===== src/rtl/inst_fetch_bridge_pkg.sv =====
// Shared types for the instruction fetch bridge.
// FSM encoding and the saturating miss-count helper.
package inst_fetch_bridge_pkg;

    typedef enum logic [1:0] {
        FETCH_IDLE = 2'b00,
        FETCH_REQ  = 2'b01,
        FETCH_ERR  = 2'b10
    } fetch_state_e;

    localparam logic [15:0] MISS_CNT_MAX = 16'hFFFF;

    function automatic logic [15:0] sat_inc16(
        input logic [15:0] v
    );
        return (v == MISS_CNT_MAX) ? v : v + 16'd1;
    endfunction

endpackage


===== src/rtl/inst_fetch_bridge_sat_counter.sv =====
// 16-bit saturating event counter.
// Sticks at all-ones instead of wrapping.
module inst_fetch_bridge_sat_counter
    import inst_fetch_bridge_pkg::*;
(
    input  logic        clk,
    input  logic        rst,
    input  logic        inc_i,
    output logic [15:0] cnt_o
);

    logic [15:0] cnt_q;
    logic [15:0] cnt_d;

    // next count: bump on event, hold at the ceiling
    always_comb begin
        cnt_d = cnt_q;
        if (inc_i) begin
            cnt_d = sat_inc16(cnt_q);
        end
    end

    // count register
    always_ff @(posedge clk or negedge rst) begin
        if (!rst) begin
            cnt_q <= '0;
        end else begin
            cnt_q <= cnt_d;
        end
    end

    assign cnt_o = cnt_q;

endmodule


===== src/rtl/inst_fetch_bridge.sv =====
// CPU instruction port to req/ack memory bridge.
// One-line fetch buffer, miss stall, sticky timeout trap.
module inst_fetch_bridge
    import inst_fetch_bridge_pkg::*;
#(
    parameter int                ADDR_W   = 32,
    parameter int                DATA_W   = 32,
    parameter int                TIMEOUT  = 255,
    parameter logic [DATA_W-1:0] NOP_INST = '0
) (
    input  logic              clk,
    input  logic              rst,
    input  logic              cpu_ce_i,
    input  logic [ADDR_W-1:0] cpu_addr_i,
    output logic [DATA_W-1:0] cpu_inst_o,
    output logic              cpu_stall_o,
    input  logic              inv_i,
    output logic              mem_req_o,
    output logic [ADDR_W-1:0] mem_addr_o,
    input  logic              mem_ack_i,
    input  logic [DATA_W-1:0] mem_rdata_i,
    output logic              err_o,
    output logic [15:0]       miss_cnt_o
);

    localparam int TW = $clog2(TIMEOUT + 1);
    localparam logic [TW-1:0] TMO_LAST = TW'(TIMEOUT - 1);

    fetch_state_e      state_q;
    logic              buf_valid_q;
    logic [ADDR_W-3:0] buf_tag_q;
    logic [DATA_W-1:0] buf_data_q;
    logic [ADDR_W-3:0] req_tag_q;
    logic [TW-1:0]     tmo_q;
    logic              err_q;
    logic              mem_req_q;

    logic hit;
    logic miss_issue;
    logic unused_addr_bits;

    // fetches are word aligned; byte offset carries no information
    assign unused_addr_bits = ^cpu_addr_i[1:0];

    assign hit = cpu_ce_i && buf_valid_q
              && (buf_tag_q == cpu_addr_i[ADDR_W-1:2]);

    assign miss_issue = (state_q == FETCH_IDLE) && cpu_ce_i && !hit;

    // cpu-side mux: NOP in the trap, buffer on hit, stall on miss
    always_comb begin
        cpu_inst_o  = '0;
        cpu_stall_o = 1'b0;
        if (state_q == FETCH_ERR) begin
            if (cpu_ce_i) begin
                cpu_inst_o = NOP_INST;
            end
        end else if (hit) begin
            cpu_inst_o = buf_data_q;
        end else if (cpu_ce_i) begin
            cpu_stall_o = 1'b1;
        end
    end

    // fetch FSM with buffer, request and error registers
    always_ff @(posedge clk or negedge rst) begin
        if (!rst) begin
            state_q     <= FETCH_IDLE;
            buf_valid_q <= 1'b0;
            buf_tag_q   <= '0;
            buf_data_q  <= '0;
            req_tag_q   <= '0;
            tmo_q       <= '0;
            err_q       <= 1'b0;
            mem_req_q   <= 1'b0;
        end else begin
            // a same-cycle fill below overrides this clear
            if (inv_i) begin
                buf_valid_q <= 1'b0;
            end
            unique case (state_q)
                FETCH_IDLE: begin
                    if (miss_issue) begin
                        req_tag_q <= cpu_addr_i[ADDR_W-1:2];
                        tmo_q     <= '0;
                        mem_req_q <= 1'b1;
                        state_q   <= FETCH_REQ;
                    end
                end
                FETCH_REQ: begin
                    if (mem_ack_i) begin
                        buf_tag_q   <= req_tag_q;
                        buf_data_q  <= mem_rdata_i;
                        buf_valid_q <= 1'b1;
                        tmo_q       <= '0;
                        mem_req_q   <= 1'b0;
                        state_q     <= FETCH_IDLE;
                    end else if (tmo_q == TMO_LAST) begin
                        tmo_q     <= tmo_q + TW'(1);
                        mem_req_q <= 1'b0;
                        err_q     <= 1'b1;
                        state_q   <= FETCH_ERR;
                    end else begin
                        tmo_q <= tmo_q + TW'(1);
                    end
                end
                FETCH_ERR: begin
                    state_q <= FETCH_ERR;
                end
                default: begin
                    state_q <= FETCH_IDLE;
                end
            endcase
        end
    end

    inst_fetch_bridge_sat_counter u_miss_cnt (
        .clk   (clk),
        .rst   (rst),
        .inc_i (miss_issue),
        .cnt_o (miss_cnt_o)
    );

    assign mem_req_o  = mem_req_q;
    assign mem_addr_o = {req_tag_q, 2'b00};
    assign err_o      = err_q;

endmodule

===== config.mk =====
export PLATFORM = sky130hd
export DESIGN_NAME = inst_fetch_bridge
export DESIGN_NICKNAME = d
export VERILOG_FILES = /design/src/rtl/inst_fetch_bridge_pkg.sv /design/src/rtl/inst_fetch_bridge_sat_counter.sv /design/src/rtl/inst_fetch_bridge.sv
export SDC_FILE = /design/constraint.sdc
export NUM_CORES = 1
export LEC_CHECK = 0
export BUFFER_PORTS_ARGS = -buffer_cell sky130_fd_sc_hd__buf_4
export CAP_MARGIN = 20
export CORE_MARGIN = 4
export CORE_UTILIZATION = 35
export CTS_BUF_LIST = sky130_fd_sc_hd__clkbuf_4
export DETAILED_ROUTE_END_ITERATION = 6
export PLACE_DENSITY = 0.55
export SLEW_MARGIN = 40
export SYNTH_ARGS = -nofsm -noshare
export SYNTH_HDL_FRONTEND = slang
export SYNTH_SLANG_ARGS = --single-unit

===== constraint.sdc =====
create_clock -name clk -period 3.1 [get_ports clk]
set_input_delay 0.31 -clock clk [delete_from_list [all_inputs] [get_ports clk]]
set_output_delay 0.31 -clock clk [all_outputs]
set_load 0.1 [all_outputs]

* Word-level counts from Yosys, hierarchy flattened *
Cells that the tools add are included.

storage, ports and cells
  bits in writable memories = 0
  output and inout bits = 83
  word-level logic and storage cells = 53
  register bits = 121
  input bits = 69
  bits in latches = 0
  memories = 0
  ROM bits = 0

operators by class
  equal/unequal tests = 7
  bitwise operators = 2
  $lt $le $gt $ge = 0
  reductions and logical operators = 14
  divide/modulo/power cells = 0
  multiplexer cells = 19
  shift-type cells = 0
  multipliers = 0
  $add $sub $neg = 2

operators with widths
  cell                                                              count
  32-bit 2-to-1 mux                                                 2
  30-bit == test                                                    1
  16-bit by 1-bit adder with 16-bit output (second input constant)  1
  16-bit == test (second input constant)                            1
  8-bit 2-to-1 mux                                                  2
  8-bit case mux with 2 select lines                                1
  2-bit AND reduction                                               5
  1-bit 2-to-1 mux                                                  9
  8-bit by 1-bit adder with 8-bit output (second input constant)    1
  8-bit == test (second input constant)                             1
  2-bit 2-to-1 mux                                                  3
  2-bit case mux with 3 select lines                                1
  3-bit AND reduction                                               2
  1-bit logical AND                                                 4
  3-bit inequality test (second input constant)                     1
  2-bit by 1-bit == test with 1-bit output (second input constant)  1
  2-bit == test (second input constant)                             1
  2-bit logical NOT                                                 1
  2-bit inequality test (second input constant)                     1
  1-bit NOT                                                         2
  1-bit case mux with 2 select lines                                1
  2-bit nonzero test                                                1
  1-bit logical NOT                                                 1

* Logic depth before layout (Yosys ltp) *
Gate-level depths: netlist of the first run.

  word-level depth = 6
  gate-level depth with buffers = 7

* By module *
From an unflattened synthesis of the first run, not the netlist that was laid out.

unflattened totals
  cells, all modules = 431
  area total of the unflattened synthesis = 5,504.0 µm²

by module, submodules not included
  module                         cells an instance  area an instance (µm²)  instances  seq. area each (µm²)
  inst_fetch_bridge              362                4,703.3                 1          2,627.5
  inst_fetch_bridge_sat_counter  69                 800.8                   1          400.4

* Worst setup path after synthesis of the first run *
No wires, ideal clock.

  path type = reg-to-output
  start point = register buf_tag_q[17]
  end point = output port cpu_inst_o[10]
  path buffers = 1
  required time = 2.790 ns
  slack = 0.529 ns
  stages on the path, launching flop included = 8
  data arrival time = 2.261 ns
  cells stage by stage = dfrtp_1 > xor2_1 > nor4_1 > nand4_1 > or2_4 > nor2_2 > clkbuf_2 > and2_1

on the way
  longest elaborated chain between the ends = 4

ends and longest elaborated chain
  what                      RTL line                 RTL
  start: declaration        inst_fetch_bridge.sv:31  logic [ADDR_W-3:0] buf_tag_q;
  start signal: assignment  inst_fetch_bridge.sv:92  buf_tag_q <= req_tag_q;
  30-bit == test            inst_fetch_bridge.sv:46  && (buf_tag_q == cpu_addr_i[ADDR_W-1:2]);
  1-bit logical AND         inst_fetch_bridge.sv:46
  32-bit 2-to-1 mux         inst_fetch_bridge.sv:58  end else if (hit) begin
  32-bit 2-to-1 mux         inst_fetch_bridge.sv:54  if (state_q == FETCH_ERR) begin
  end: declaration          inst_fetch_bridge.sv:15  output logic [DATA_W-1:0] cpu_inst_o,

No other way between the ends.

* Final worst setup path of the first run *
  start point = input port cpu_addr_i[7]
  end point = output port cpu_inst_o[19]

on the way
  longest elaborated chain between the ends = 4

ends and longest elaborated chain
  what                RTL line                 RTL
  start: declaration  inst_fetch_bridge.sv:14  input logic [ADDR_W-1:0] cpu_addr_i,
  30-bit == test      inst_fetch_bridge.sv:46
  1-bit logical AND   inst_fetch_bridge.sv:46
  32-bit 2-to-1 mux   inst_fetch_bridge.sv:58
  32-bit 2-to-1 mux   inst_fetch_bridge.sv:54

No other way between the ends.

==> metrics.md, run 1 <==
| Metric | Value |
|---|---|
| Status | complete, no violations |
| Vias in the first global route | 4211 |
| Lkg Pwr | 3.647 nW |
| Site Rows | 45 |
| Synth cell types | 40 |
| Synth Area in Adders | 0.006878 |
| Clock root cell | clkbuf_4 |
| Synth Area in XOR/XNOR | 0.07061 |
| Antenna cells | 0 |
| DP HPWL | 8.531 mm |
| Startpoint Class | input port |
| Top Layer Used | met4 |
| Routed Antenna Nets | 0 |
| Dpl cells | 761 |
| Worst vdd ir | roughly 0.00039 V |
| Slew @ Worst Pin | roughly 0.72 ns |
| Via count | 4000 |
| Largest net degree at the start of global routing | 78 |
| Clock network fraction of design power | 0.214 |
| Crit Path Max Fanout | 32 |
| RSZ-0062 raised after global routing | yes |
| Compound-Gate Fraction of Synth Area | 0.02109 |
| Iteration-0 DRC Markers | 107 |
| Reg power frac | 0.401 |
| Starting density of the core | 0.3577 |
| Largest family of logic cells by synthesized area | multiplexers |
| Hold Violations, Final | 0 |
| Die ar. | 17660 um2 |
| Share of cells above drive strength 1 | 0.4074 |
| Internal power | between 3 and 4 mW |
| Vias per inst | 4.657 |
| Drt first pass iters | 4 |
| Top area cells in the synthesized netlist | dfrtp_1 (55%), mux2_2 (14%), xor2_1 (6.7%) |
| Clk_skew | 0.01444 ns |
| Part of the power in combinational logic | 0.386 |
| Met2 wire len | around 6.6 mm |
| Clock buffer depth | 2 |
| CTS tree | yes |
| Fin cells | 859 |
| Cell accounting for the most synthesized area | dfrtp_1 |
| Fmax | 335.1 MHz |
| Ys flop type | dfrtp_1 |
| Tcrit/Tclk final | 0.9627 |
| Synthesis-to-finish area growth | 49.89% |
| Drt drc | 0 |
| CTS buffer count | 17 |
| Post-synthesis mux area share | 0.1994 |
| Gr usage total | 0.1464 |
| Arr. time, crit path | approximately 2.7 ns |
| # nets final | 707 |
| Min Hold Slack | 0.1313 ns |
| Skew-Pair Late Insertion Delay | 0.51 ns |
| Max Cap Viol | 0 |
| Setup CP Type | input port to output port |
| Final cell utilization of the core | 0.5361 |
| Post-synth EDFFs | 0 |
| Routed WL per cell | 15.25 um |
| Top cell type's share of synthesized area | 0.5548 |
| IO Pins | 152 |
| Max-slew headroom | 0.5230 |
| Critical Path RT | 2.79 ns |
| Pwr dens | 700.3 nW/um2 |
| Instance count of the mapped netlist | around 420 |
| Psw | 2.350 mW |
| YS warnings | 0 |
| Die Wd | about 130 um |
| Register area share after synthesis | 0.5548 |
| Switch share | 0.4102 |
| Fraction of registers with async set/reset | 1.000 |
| Clk sinks | about 120 |
| Gpl congestion | 0.7174 |
| Post-synth top cells | dfrtp_1 (121), mux2_2 (66), xor2_1 (42), and2_1 (33), mux2_1 (28) |
| Cell area after synthesis | 5458 um2 |
| Nature of the critical path endpoint | output port |
| Setup violators final | 0 |
| Post-Synth Simple-Gate Area | 0.1178 |
| Remaining global-route overflow | 0 |
| Number of antenna violations at the first check in global routing | 0 |
| Worst Hold Class | input port to flop |
| Avg Inst Size Synth | 13.15 um2 |
| Die Height | 132.9 um |
| Total core area | 15260 um2 |
| Tmin final | around 3 ns |
| Final Routed Wirelength | approximately 13 mm |
| M1 WL | 5.450 mm |
| FF+latch count, synth | 121 |
| Length of routed met3 wiring | ~900 um |
| Worst-path clk slew | roughly 0.090 ns |
| Port bufs | roughly 150 |
| H-tree depth | 4 |
| First-pass GRT wire length | 20.62 mm |
| Most numerous cell in the Yosys netlist | dfrtp_1 |
| Max-slew violations | 0 |
==> registers in the layout, summed over array words and instances (netlist names) <==
name / flops
tmo_q: 8
err_o: 1
req_tag_q: 30
buf_data_q: 32
state_q: 2
mem_req_o: 1
u_miss_cnt.cnt_o: 16
buf_valid_q: 1
buf_tag_q: 30
==> cell usage in the layout (no fill, tap or decap), types with 3 or more instances in the layout <==
| cell type | Yosys | layout |
|---|---|---|
| nand2b_1 | 4 | 4 |
| buf_12 | 2 | 34 |
| nor3_1 | 8 | 8 |
| ha_1 | 3 | 3 |
| nor2_1 | 9 | 9 |
| nor4_2 | 0 | 4 |
| clkbuf_4 | 0 | 21 |
| and4_1 | 3 | 3 |
| nand3_1 | 7 | 7 |
| and2_4 | 0 | 3 |
| mux2_1 | 28 | 28 |
| buf_4 | 4 | 119 |
| xor2_1 | 42 | 42 |
| clkinv_2 | 0 | 5 |
| bufinv_16 | 0 | 4 |
| dlygate4sd3_1 | 0 | 64 |
| inv_1 | 7 | 7 |
| and2_1 | 33 | 30 |
| mux2i_1 | 3 | 3 |
| nand4_1 | 6 | 6 |
| nand2_1 | 9 | 9 |
| mux2_2 | 66 | 66 |
| a21oi_1 | 4 | 4 |
| o2bb2ai_1 | 6 | 6 |
| dfrtp_1 | 121 | 121 |
| nor4_1 | 16 | 12 |
| nor4b_1 | 3 | 3 |
==> logic make-up after synthesis <==
kind of cell | count (synthesis)
other | 1
AOI/OAI and AO/OA | 16
DFF | 121
muxes | 97
buffers and inverters | 26
and+or+nand+nor | 107
xor gates and xnor gates | 44
adders and majority gates | 3
==> worst paths after layout <==
check | from | endpoint | slack (ns) | depth (start not counted)
min in group asynchronous | rst | req_tag_q[19]$_DFFE_PN0P_ | 0.37 | 2
hold / removal | mem_ack_i | tmo_q[1]$_DFFE_PN0P_ | 0.13 | 3
setup reg to reg | buf_tag_q[28]$_DFFE_PN0P_ | req_tag_q[29]$_DFFE_PN0P_ | 0.77 | 6
setup / recovery | cpu_addr_i[7] | cpu_inst_o[19] | 0.12 | 10
max in group asynchronous | rst | buf_data_q[0]$_DFFE_PN0P_ | 1.98 | 3
hold reg to reg | buf_data_q[31]$_DFFE_PN0P_ | buf_data_q[31]$_DFFE_PN0P_ | 0.50 | 1
==> power by group through the flow <==
stage          clock (mW)  combinational [mW]  sequential, mW
2_1_floorplan           0               0.631            3.30
3_3_place_gp            0                2.12            2.30
3_5_place_dp            0                2.15            2.33
4_1_cts              1.28                2.23            2.30
5_1_grt              1.34                2.32            2.36
6_report             1.22                2.21            2.30
==> final cells by class <==
class                   count  area [um2]
inverters                   7       26.28
repair buffers            219        2237
flip-flops and latches    121        3028
clock buffers              21       157.7
well taps                 211       264.0
fillers                  1295        7078
multi-input cells         269        2315
clock inverters            11       152.6
==> per-layer routing <==
metal | up-vias | track usage
met5 | - | 0
met4 | 0 | 0.05254
met3 | 12 | 0.05209
met2 | 114 | 0.2460
met1 | 1972 | 0.1729
li1 | 1902 | -
==> critical path, stage by stage <==
cell and delay (ns):
dlygate4sd3_1 0.53, buf_4 0.14, xor2_1 0.16, nor4_2 0.32, nand4_1 0.21, or2_4 0.31
nor2_4 0.10, buf_12 0.17, and2_1 0.21, buf_12 0.19
==> through the flow <==
step                setup TNS [ns]  worst slack [ns]  instance area, um2  power (mW)
global placement                 0            0.4256                6769       4.425
detailed placement               0            0.3921                6773       4.480
floorplan                        0            0.5286                5461       3.929
CTS                              0         0.0002798                7853       5.809
finish                           0            0.1155                8180       5.729
global route               -0.5064          -0.03616                8180       6.021
==> what timing repair did <==
action                                 CTS  global route
setup buffers                            1             1
hold buffers                            64             0
gates resized for setup                 31            74
pin swaps                                1             1
endpoints found under the hold margin  137             0
setup endpoints to repair               32            32
(Power assumes the default switching activity.)
==> run 2: changes to the inputs <==
MAX_ROUTING_LAYER = met4   (was unset)
clock period = 3.2 ns   (was 3.1 ns; I/O delays follow)
==> metrics.md, run 2 (synthesis gave the netlist of run 1 again) <==
| Metric | Value |
|---|---|
| Gr usage total | 0.1495 (+0.003125) |
| Vias in the first global route | 4139 (-1.7%) |
| Hold Violations, Final | 0 (unchanged) |
| Post-DP Area | 6761 um2 (-0.17%) |
| Clk_skew | 0.01730 ns (+0.002860 ns) |
| Slew @ Worst Pin | 0.5413 ns (-0.1742 ns) |
| Commonest non-fill, non-tap cell in the layout | dfrtp_1 |
| Lkg Pwr | 3.548 nW (-2.7%) |
| Worst vdd ir | 0.0004705 V (+20%) |
| Iteration-0 DRC Markers | 149 (+39%) |
| Antenna cells | 0 (unchanged) |
| Max Cap Viol | 0 (unchanged) |
| DP HPWL | 8.422 mm (-1.3%) |
| Final Routed Wirelength | 12.75 mm (-2.7%) |
| Setup CP Type | input port to output port |
| Routed WL per cell | 14.91 um (-2.2%) |
| Number of flip-flops under the largest register name | 32 (unchanged) |
| Gpl congestion | 0.7493 (+4.4%) |
| Vias per inst | 4.599 (-1.2%) |
| Worst-path clk slew | 0.10 ns (about the same) |
| Via count | 3932 (-1.7%) |
| Clk sinks | 121 (unchanged) |
| Die ar. | 17660 um2 (unchanged) |
| Tcrit/Tclk final | 0.9558 |
| Reg2Reg Setup Slack | 0.86 ns (+0.09 ns) |
| Worst Hold Class | input port to flop |
| CTS tree | yes |
| Most frequent cells in the layout | dfrtp_1 (121), buf_4 (117), mux2_2 (66) |
| Crit Path Max Fanout | 32 (unchanged) |
| Min Hold Slack | 0.06965 ns (-0.06161 ns) |
| Pwr dens | 698.6 nW/um2 (-0.24%) |
| Setup violators final | 0 (unchanged) |
| Max-slew headroom | 0.6392 (+0.1161) |
| Starting density of the core | 0.3577 (unchanged) |
| Largest net degree at the start of global routing | 59 (-24%) |
| Largest register by flop count | buf_data_q |
| Max-slew violations | 0 (unchanged) |
| Fmax | 326.9 MHz |
| Dpl cells | 760 (-0.13%) |
| Clock buffer depth | 2 (unchanged) |
| First-pass GRT wire length | 20.60 mm (-0.10%) |
| Die Wd | 132.9 um (unchanged) |
| Clock root cell | clkbuf_4 |
| IO Pins | 152 (unchanged) |
| H-tree depth | 4 (unchanged) |
| CTS buffer count | 17 (unchanged) |
| Largest registers | buf_data_q (32), buf_tag_q (30), req_tag_q (30) |
| Critical Path RT | 2.88 ns (+0.09 ns) |
| Status | complete, no violations |
| Port bufs | 147 (unchanged) |
| Die Height | 132.9 um (unchanged) |
| Startpoint Class | input port |
| Skew-Pair Late Insertion Delay | 0.52 ns (about the same) |
| Dpl ws | 0.4624 ns (+0.07033 ns) |
| Arr. time, crit path | 2.74 ns (+0.07 ns) |
| Final instance area | 7864 um2 (-3.9%) |
| # nets final | 703 (-0.57%) |
| Share of cells above drive strength 1 | 0.4037 (-0.003681) |
| Total core area | 15260 um2 (unchanged) |
| Fin cells | 855 (-0.47%) |
| Remaining global-route overflow | 0 (unchanged) |
| Site Rows | 45 (unchanged) |
| Drt first pass iters | 4 (unchanged) |
| Number of antenna violations at the first check in global routing | 0 (unchanged) |
| Nature of the critical path endpoint | output port |
| Tmin final | 3.059 ns |
| Final cell utilization of the core | 0.5154 (-0.02075) |
| Drt drc | 0 (unchanged) |
| Routed Antenna Nets | 0 (unchanged) |
| Synthesis-to-finish area growth | 44.09% |
| Final setup margin | 0.1414 ns (+0.02592 ns) |
## run 2: power by group
part | total, mW | internal, mW | switching [mW]
Sequential | 2.22 | 1.94 | 0.284
Clock | 1.12 | 0.541 | 0.583
Combinational | 2.15 | 0.691 | 1.46
## run 2: path summary, 6_finish.rpt
path	from	to	cells past startpoint
max in group asynchronous	rst	buf_data_q[13]$_DFFE_PN0P_	3
max	cpu_addr_i[19]	cpu_inst_o[19]	10
min	cpu_addr_i[2]	req_tag_q[0]$_DFFE_PN0P_	2
min reg2reg	err_o$_DFFE_PN0P_	err_o$_DFFE_PN0P_	1
max reg2reg	buf_tag_q[17]$_DFFE_PN0P_	req_tag_q[22]$_DFFE_PN0P_	6
min in group asynchronous	rst	buf_tag_q[19]$_DFFE_PN0P_	2
## run 2: repair_timing
item,4_1_cts,5_1_grt
setup buffers,0,0
hold endpoints to repair,94,4
pin swaps,1,2
setup endpoints to repair,32,32
gates resized for setup,3,41
hold buffers,59,4
## run 2: layout make-up
cell class,count,area [um2]
Fill cell,1352,7395
Sequential cell,121,3028
Multi-Input combinational cell,269,2308
Timing Repair Buffer,215,1947
Tap cell,211,264.0
Clock inverter,14,155.1
Clock buffer,18,135.1
Inverter,7,26.28
## run 2: through the flow
| stage | TNS, ns | total power [mW] |
|---|---|---|
| after floorplan | 0 | 3.806 |
| after global placement | 0 | 4.288 |
| after detailed placement | 0 | 4.336 |
| after CTS | 0 | 5.530 |
| after global routing | -0.02096 | 5.796 |
| final | 0 | 5.494 |
## run 2: metal layers
metal  vias up  global-route usage  part of all wire
li1       1888                   -                 -
met1      1916              0.1836              0.44
met2       117              0.2356              0.49
met3        11             0.04525             0.056
met4         0             0.05023             0.013
met5         -                   -                 0
## run 2: worst max-delay path: stages
cell	delay, ns
dlygate4sd3_1	0.53
buf_4	0.13
xor2_1	0.17
nor4_2	0.33
nand4_1	0.20
or2_4	0.32
nor2_2	0.13
buf_12	0.18
and2_1	0.18
buf_6	0.23
==> run 3: changes to the inputs <==
--- a/config.mk
+++ b/config.mk
@@ -13,5 +13,5 @@
 export DETAILED_ROUTE_END_ITERATION = 6
 export MAX_ROUTING_LAYER = met4
-export PLACE_DENSITY = 0.55
+export PLACE_DENSITY = 0.57
 export SLEW_MARGIN = 40
 export SYNTH_ARGS = -nofsm -noshare
==> constraint.sdc (replaced) <==
create_clock -name clk -period 2.7 [get_ports clk]
set_input_delay 0.27 -clock clk [delete_from_list [all_inputs] [get_ports clk]]
set_output_delay 0.27 -clock clk [all_outputs]
set_load 0.01 [all_outputs]
==> metrics.md, run 3 (synthesis gave the netlist of run 1 again) <==
| Metric | Value |
|---|---|
| Tcrit/Tclk final | 1.022 |
| Vias in the first global route | 4345 (+5.0%) |
| Number of antenna violations at the first check in global routing | 0 (unchanged) |
| CTS tree | yes |
| Delay of the slowest cell on the worst path | 0.40 ns (-0.13 ns) |
| Switch share | 0.2958 (-0.1270) |
| Max-slew violations | 0 (unchanged) |
| Routed WL per cell | 14.85 um (-0.45%) |
| Gr usage total | 0.1565 (+0.007018) |
| Via count | 3988 (+1.4%) |
| Die Height | 132.9 um (unchanged) |
| Worst path depth | 8 (-2) |
| Total core area | 15260 um2 (unchanged) |
| Die Wd | 132.9 um (unchanged) |
| Port bufs | 147 (unchanged) |
| Tmin final | between 2 and 3 ns |
| Routed Antenna Nets | 0 (unchanged) |
| Die ar. | 17660 um2 (unchanged) |
| Number of flip-flops under the largest register name | 32 (unchanged) |
| Slew @ Worst Pin | 0.5493 ns (+0.008005 ns) |
| Length of routed met3 wiring | 894 um (+26%) |
| Min Hold Slack | 0.2199 ns (+0.1503 ns) |
| Tot Pwr | 5.355 mW (-2.5%) |
| Clk sinks | 121 (unchanged) |
| Worst Hold Class | input port to async pin |
| Antenna cells | 0 (unchanged) |
| Largest register by flop count | buf_data_q |
| DP HPWL | 8.831 mm (+4.9%) |
| Vias per inst | 4.589 (-0.21%) |
| Crit Path Max Fanout | 11 (-66%) |
| IO Pins | 152 (unchanged) |
| Reg power frac | 0.493 (+0.089) |
| Nature of the critical path endpoint | output port |
| Part of the power in combinational logic | 0.259 (-0.132) |
| Status | complete, but fails checks |
| Iteration-0 DRC Markers | 107 (-28%) |
| Clock network fraction of design power | 0.248 (+0.043) |
| FF-to-FF path depth | 10 (+4) |
| Arr. time, crit path | 2.49 ns (-0.25 ns) |
| Internal power | 3.771 mW (+19%) |
| Failing checks | setup timing |
| H-tree depth | 4 (unchanged) |
| Commonest non-fill, non-tap cell in the layout | buf_4 |
| Share of cells above drive strength 1 | 0.4164 (+0.01269) |
| Met2 wire len | 6.421 mm (+3.0%) |
| First-pass GRT wire length | 21.38 mm (+3.8%) |
| M1 WL | 5.401 mm (-4.2%) |
| Largest registers | buf_data_q (32), buf_tag_q (30), req_tag_q (30) |
| Max-slew headroom | 0.6338 (-0.005337) |
| Startpoint Class | flop |
| Top Layer Used | met4 |
| Most frequent cells in the layout | buf_4 (159), dfrtp_1 (121), mux2_2 (66) |
| Hold Violations, Final | 0 (unchanged) |
| Clk_skew | 0.01154 ns (-0.005762 ns) |
| RSZ-0062 raised after global routing | yes |
| Site Rows | 45 (unchanged) |
| Max Cap Viol | 0 (unchanged) |
| Worst vdd ir | 0.0005520 V (+17%) |
| Final setup margin | -0.05913 ns (-0.2006 ns) |
| Drt first pass iters | 4 (unchanged) |
| Setup CP Type | flop to output port |
| Clock root cell | clkbuf_4 |
| Worst-path cell chain | xor2_1, nor4_1, nand4_1, or2_4, nor2_4, buf_6, and2_1, buf_4 |
| Fmax | 362.4 MHz |
| Drt drc | 0 (unchanged) |
| CP top delay family | simple AND/OR/NAND/NOR gates |
| Remaining global-route overflow | 0 (unchanged) |
| FILL cells | 1365 (+0.96%) |
| Psw | 1.584 mW (-32%) |
| Skew-Pair Late Insertion Delay | 0.52 ns (about the same) |
| Lkg Pwr | 3.583 nW (+0.99%) |
| CTS buffer count | 17 (unchanged) |
| Largest net degree at the start of global routing | 54 (-8.5%) |
| Starting density of the core | 0.3577 (unchanged) |
| Worst-path clk slew | 0.10 ns (about the same) |
| Pwr dens | 681.3 nW/um2 (-2.5%) |
| CP Buf/Inv Count | 2 (-2) |
| Synthesis-to-finish area growth | 44.02% (about the same) |
| Final Routed Wirelength | 12.90 mm (+1.2%) |
| Critical Path RT | 2.43 ns (-0.45 ns) |
| Slowest-stage cell, CP | dfrtp_1 |
| Gpl congestion | 0.7489 (about the same) |
| Clock buffer depth | 2 (unchanged) |
| # nets final | 717 (+2.0%) |
| Setup violators final | 32 (+32) |
## run 3: per-stage QoR
stage | cells | util | setup WS, ns | cell area [um2] | setup TNS (ns)
finish | 869 | 0.5151 | -0.05913 | 7860 | -1.118
CTS | 866 | 0.5117 | -0.1715 | 7807 | -4.805
detailed placement | 766 | 0.4461 | 0.2258 | 6807 | 0
floorplan | 416 | - | 0.7602 | 5461 | 0
global placement | 766 | 0.4461 | 0.2703 | 6807 | 0
global route | 869 | 0.5151 | -0.2929 | 7860 | -8.659
## run 3: metal layers
| metal | GRT usage | up-vias |
|---|---|---|
| met1 | 0.1814 | 1951 |
| li1 | - | 1913 |
| met2 | 0.2554 | 111 |
| met5 | - | - |
| met3 | 0.05665 | 13 |
| met4 | 0.04677 | 0 |
## run 3: final timing paths
| kind | from | endpoint | slack, ns |
|---|---|---|---|
| setup / recovery | buf_tag_q[17]$_DFFE_PN0P_ | cpu_inst_o[13] | -0.06 |
| min in group clk | cpu_ce_i | mem_req_o$_DFFE_PN0P_ | 0.27 |
| max in group asynchronous | rst | req_tag_q[7]$_DFFE_PN0P_ | 1.61 |
| hold reg to reg | err_o$_DFFE_PN0P_ | err_o$_DFFE_PN0P_ | 0.48 |
| hold / removal | rst | buf_tag_q[19]$_DFFE_PN0P_ | 0.22 |
| setup reg to reg | buf_tag_q[1]$_DFFE_PN0P_ | u_miss_cnt.cnt_o[2]$_DFFE_PN0P_ | 0.34 |
## run 3: worst register-to-register path: stages, from the launching register on
cell and delay, ns:
dfrtp_1 0.40, xor2_1 0.14, nor4_1 0.32, nand4_1 0.22, buf_4 0.19, buf_4 0.13, o21ai_4 0.18, buf_4 0.15
buf_4 0.14, and4bb_2 0.23, xor2_1 0.13
## run 3: layout make-up
class                           instances  area [um2]  share of cell area
Inverter                                7       26.28            0.003343
Clock inverter                         13       153.9             0.01958
Tap cell                              211       264.0             0.03359
Multi-Input combinational cell        269        2327              0.2961
Timing Repair Buffer                  229        1918              0.2440
Sequential cell                       121        3028              0.3852
Clock buffer                           19       142.6             0.01815
## run 3: power groups by stage
stage / combinational [mW] / sequential [mW] / clock [mW]
after CTS: 1.41 / 2.65 / 1.38
after global routing: 1.52 / 2.72 / 1.48
after floorplan: 0.707 / 2.68 / 0
after global placement: 1.29 / 2.65 / 0
final: 1.39 / 2.64 / 1.33
after detailed placement: 1.31 / 2.68 / 0
## run 3: what timing repair did
action / CTS / global route
gates resized for setup: 8 / 7
cloned: 1 / 0
setup buffers: 3 / 2
endpoints found under the setup margin: 32 / 33
hold buffers: 64 / 1
pin swaps: 4 / 2
hold endpoints to repair: 93 / 1
